==> src/rtl/lfsr_bcd_capture.sv <==
// Captures one LFSR sample and converts it to packed BCD with
// sequential double-dabble, one bit per clock.
module lfsr_bcd_capture #(
  parameter int WIDTH  = 13,
  parameter int DIGITS = 4
) (
  input  logic                  clk,
  input  logic                  rst,
  input  logic [WIDTH-1:0]      sample_in,
  input  logic                  start,
  output logic                  busy,
  output logic                  done,
  output logic [4*DIGITS-1:0]   bcd_out
);

  localparam int CW = $clog2(WIDTH + 1);
  localparam int BW = 4 * DIGITS;

  function automatic longint unsigned pow10(input int n);
    longint unsigned r;
    r = 1;
    for (int i = 0; i < n; i++) r = r * 10;
    return r;
  endfunction

  localparam longint unsigned BIN_MAX = (64'd1 << WIDTH) - 64'd1;
  localparam longint unsigned DEC_MAX = pow10(DIGITS) - 64'd1;

  generate
    if (BIN_MAX > DEC_MAX) begin : g_bad_params
      $error("DIGITS too small for WIDTH");
    end
  endgenerate

  localparam logic [0:0] IDLE  = 1'b0;
  localparam logic [0:0] SHIFT = 1'b1;

  logic [0:0]       state;
  logic [WIDTH-1:0] shreg;
  logic [BW-1:0]    scratch;
  logic [CW-1:0]    cnt;
  logic [BW-1:0]    corr;
  logic [BW-1:0]    next_scr;

  // Add-3 on every digit before the shift, digits independent.
  always_comb begin
    corr = '0;
    for (int i = 0; i < DIGITS; i++) begin
      if (scratch[4*i +: 4] >= 4'd5)
        corr[4*i +: 4] = scratch[4*i +: 4] + 4'd3;
      else
        corr[4*i +: 4] = scratch[4*i +: 4];
    end
  end

  assign next_scr = {corr[BW-2:0], shreg[WIDTH-1]};

  always_ff @(posedge clk or negedge rst) begin
    if (!rst) begin
      state   <= IDLE;
      shreg   <= '0;
      scratch <= '0;
      cnt     <= '0;
      busy    <= 1'b0;
      done    <= 1'b0;
      bcd_out <= '0;
    end else begin
      done <= 1'b0;
      unique case (1'b1)
        (state == IDLE): begin
          if (start) begin
            shreg   <= sample_in;
            scratch <= '0;
            cnt     <= CW'(WIDTH);
            busy    <= 1'b1;
            state   <= SHIFT;
          end
        end
        (state == SHIFT): begin
          scratch <= next_scr;
          shreg   <= {shreg[WIDTH-2:0], 1'b0};
          cnt     <= cnt - CW'(1);
          if (cnt == CW'(1)) begin
            bcd_out <= next_scr;
            done    <= 1'b1;
            busy    <= 1'b0;
            state   <= IDLE;
          end
        end
      endcase
    end
  end

endmodule

==> config.mk <==
export PLATFORM = sky130hd
export DESIGN_NAME = lfsr_bcd_capture
export DESIGN_NICKNAME = d
export VERILOG_FILES = /design/src/rtl/lfsr_bcd_capture.sv
export SDC_FILE = /design/constraint.sdc
export NUM_CORES = 1
export LEC_CHECK = 0
export ABC_AREA = 1
export CAP_MARGIN = 10
export CORE_ASPECT_RATIO = 2
export CORE_UTILIZATION = 40
export CTS_CLUSTER_DIAMETER = 60
export CTS_CLUSTER_SIZE = 12
export DETAILED_ROUTE_END_ITERATION = 10
export GPL_ROUTABILITY_DRIVEN = 0
export SETUP_SLACK_MARGIN = 0.3
export SYNTH_ARGS = -nofsm -noshare
export SYNTH_HDL_FRONTEND = slang
export SYNTH_SLANG_ARGS = --single-unit
==> constraint.sdc <==
create_clock -name clk -period 1.4 [get_ports clk]
set_clock_uncertainty 0.05 [all_clocks]
set_input_delay 0.21 -clock clk [delete_from_list [all_inputs] [get_ports clk]]
set_output_delay 0.21 -clock clk [all_outputs]
set_load 0.01 [all_outputs]
==> results of run 1 <==
[timing repair]
action,in CTS,in global routing
setup endpoints to repair,70,53
cloned,2,2
pin swaps,23,26
gates resized for setup,164,86
hold buffers,1,0
setup buffers,21,10
hold endpoints to repair,52,0
[worst max path at each step]
stage	end	slack (ns)	cells past startpoint
after floorplan	scratch[10]	0.25	7
after global placement	bcd_out[12]	0.04	7
after detailed placement	bcd_out[12]	0.03	7
after CTS	scratch[10]	0.16	9
after global routing	scratch[12]	0.03	7
final	scratch[5]	0.09	7
[area by class of cell]
class	count	share of cell area, %
repair buffers	80	19.3
clock buffers	6	3.42
well taps	61	1.88
inverters	33	3.64
multi-input cells	197	39.3
flip-flops and latches	52	32.2
clock inverters	2	0.247
[synthesized netlist by cell type]
cell	n	area [µm²]
nand2_1	107	402
dfrtp_1	52	1300
nand3_1	32	160
inv_1	30	113
o21ai_0	21	105
ha_1	10	125
nor2_1	7	26.3
o211ai_1	6	45.0
buf_2	5	25.0
o22ai_1	5	31.3
nand4_1	4	25.0
o221ai_1	4	35.0
inv_2	3	11.3
buf_4	2	15.0
clkbuf_1	2	7.51
nand2_2	1	6.26
[power breakdown]
group	leakage (nW)	switching [mW]	internal [mW]
Sequential	0.645	0.621	2.21
Combinational	1.30	3.27	2.73
Clock	0.0766	0.554	0.706
[sequential cells by signal, summed over array words and instances (netlist names)]
signal,count
scratch,16
busy,1
bcd_out,16
state,1
done,1
shreg,13
cnt,4
[layer usage]
metal | up-vias | track usage, %
li1 | 1104 | -
met1 | 1140 | 23.6
met2 | 51 | 44.8
met4 | 0 | 9.59
met3 | 17 | 3.57
met5 | - | 0
[worst register-to-register path, cell delays in order, from the launching register on]
cell and delay, ns:
dfrtp_1 0.40, inv_2 0.13, ha_4 0.15, nand2_2 0.08
nand3_4 0.14, nand2_2 0.06, nand3_1 0.10, nand2_1 0.08
[stage by stage]
stage | hold slack (ns) | utilization (%) | setup slack [ns] | std cells
2_1_floorplan | -0.136 | - | 0.247 | 291
6_report | 0.377 | 69.9 | 0.0850 | 431
5_1_grt | 0.413 | 69.9 | 0.0280 | 431
3_5_place_dp | 0.174 | 51.6 | 0.0301 | 387
3_3_place_gp | 0.179 | 51.6 | 0.0432 | 387
4_1_cts | 0.399 | 62.1 | 0.157 | 419
[logic make-up (layout without fill, tap and decap cells)]
family	after synthesis	in the layout	synth area share [%]
AO/OA/AOI/OAI	36	36	8.89
adder cells (fa/ha/maj)	10	10	5.14
buffers and inverters	42	121	7.04
flip-flops	52	52	53.5
AND/OR/NAND/NOR	151	151	25.5
==> reports/qor.yml, run 1 <==
outcome:
  status: "finished, violations left"
  violations: "design-rule violations"
detailed_routing:
  via_count: 2312
  met2_length_mm: 4.30
  ant_nets: 0
  drc_errors: 4
  vias_per_cell: 5.36
  wl_per_cell_um: 17.1
  drtIter0Drc: 83
  dr.max_layer_used: "met4"
  wl_met3_um: 179
  routed_wl_mm: 7.37
  met1Wirelength_mm: 2.65
  firstDrtPassIters: 7
critical_path:
  reg2reg_to: "scratch[5]"
  rrSetupSlack_ns: 0.09
  cp_cell_sequence: "inv_2 > ha_4 > nand2_2 > nand3_4 > nand2_2 > nand3_1 > nand2_1"
  regToRegStartpoint: "scratch[5]"
  rr_worst_depth: 7
  crit_type: "reg -> reg"
  crit_path_max_fanout: 4
  cp_num_buf_inv: 1
  start_kind: "flop"
  slowest_delay_ns: 0.40
  cpMaxStageDelayCell: "dfrtp_1"
  cp_top_family: "simple AND/OR/NAND/NOR gates"
  cp.arrival_ns: 1.44
  end_kind: "flop"
  cp_common_cell: "nand2_2"
  worstPathRequired_ns: 1.53
  startpoint: "scratch[5]"
power:
  power_mw: 10.1
  peakVddDrop_v: 0.00142
  p_leak_nw: 2.02
  powerDensity_nw_per_um2: 2490
global_routing:
  grt_pass1_vias: 2361
  overflow: 0
  antenna_found_initial: 0
  grt_pass1_wl_mm: 11.3
  track_usage_pct: 23.2
  grt_max_degree: 53
finish:
  area_growth_pct: 66.7
  final_area_um2: 4060
  final_common_cell: "nand2_1"
  layout-drive-gt1-share_pct: 50.0
  final_cell_mix: "nand2_1, dfrtp_1, buf_4"
  multi_input_area_um2: 1600
  fin_nets: 395
  diodes: 0
  nFillCells: 457
  regArea_um2: 1310
sta:
  period_share_pct: 93.9
  final-hold-violation-count: 0
  worstMarginPinSlew_ns: 0.342
  fin_crit_ns: 1.31
  setup_violations: 0
  fmax_mhz: 760
  final_max_slew_viol_count: 0
  slew_headroom_pct: 77.2
  fin_tns_setup_ns: 0
  grt_setup_unrepaired: "yes"
worst_hold_path:
  hold_class: "in -> async"
logic_synthesis:
  ys_seq_area_share_pct: 53.5
  synth_seq_cells: 52
  yosys_warnings: 0
  syn-num-nets: 317
  syn_area_um2: 2430
  syn_inst: 291
  synthDistinctLibCells: 16
  avgSynthCellArea_um2: 8.36
cts:
  cts-root-buf: "clkbuf_16"
  clkTransAtPathRegs_ns: 0.07
  htreeDepth: 2
  cts_made_buffers: 5
  cts_buffer_depth: 2
  cts_tree: "yes"
  cts.sinks: 52
  clk_latency_ns: 0.30
place:
  hpwl_mm: 4.07
  dpl_cell_area_um2: 3000
  io_buffers: 33
floorplanning:
  initial_utilization_pct: 41.9
  core_um2: 5810
  rows: 39
  die_x_um: 57.2
  ios: 34
  dieHeight_um: 112
  die_area_um2: 6420
flow_run:
  max-cap-violations: 0
No activity file was read; power rests on OpenSTA's default activity.
==> inputs of run 2 (changes only) <==
--- a/config.mk
+++ b/config.mk
@@ -13,6 +13,7 @@
 export CTS_CLUSTER_SIZE = 12
 export DETAILED_ROUTE_END_ITERATION = 10
 export GPL_ROUTABILITY_DRIVEN = 0
+export HOLD_SLACK_MARGIN = 0.1
 export SETUP_SLACK_MARGIN = 0.3
 export SYNTH_ARGS = -nofsm -noshare
 export SYNTH_HDL_FRONTEND = slang
==> results of run 2 <==
Same layout as run 1: the final DEF is identical, and so are final timing and power.
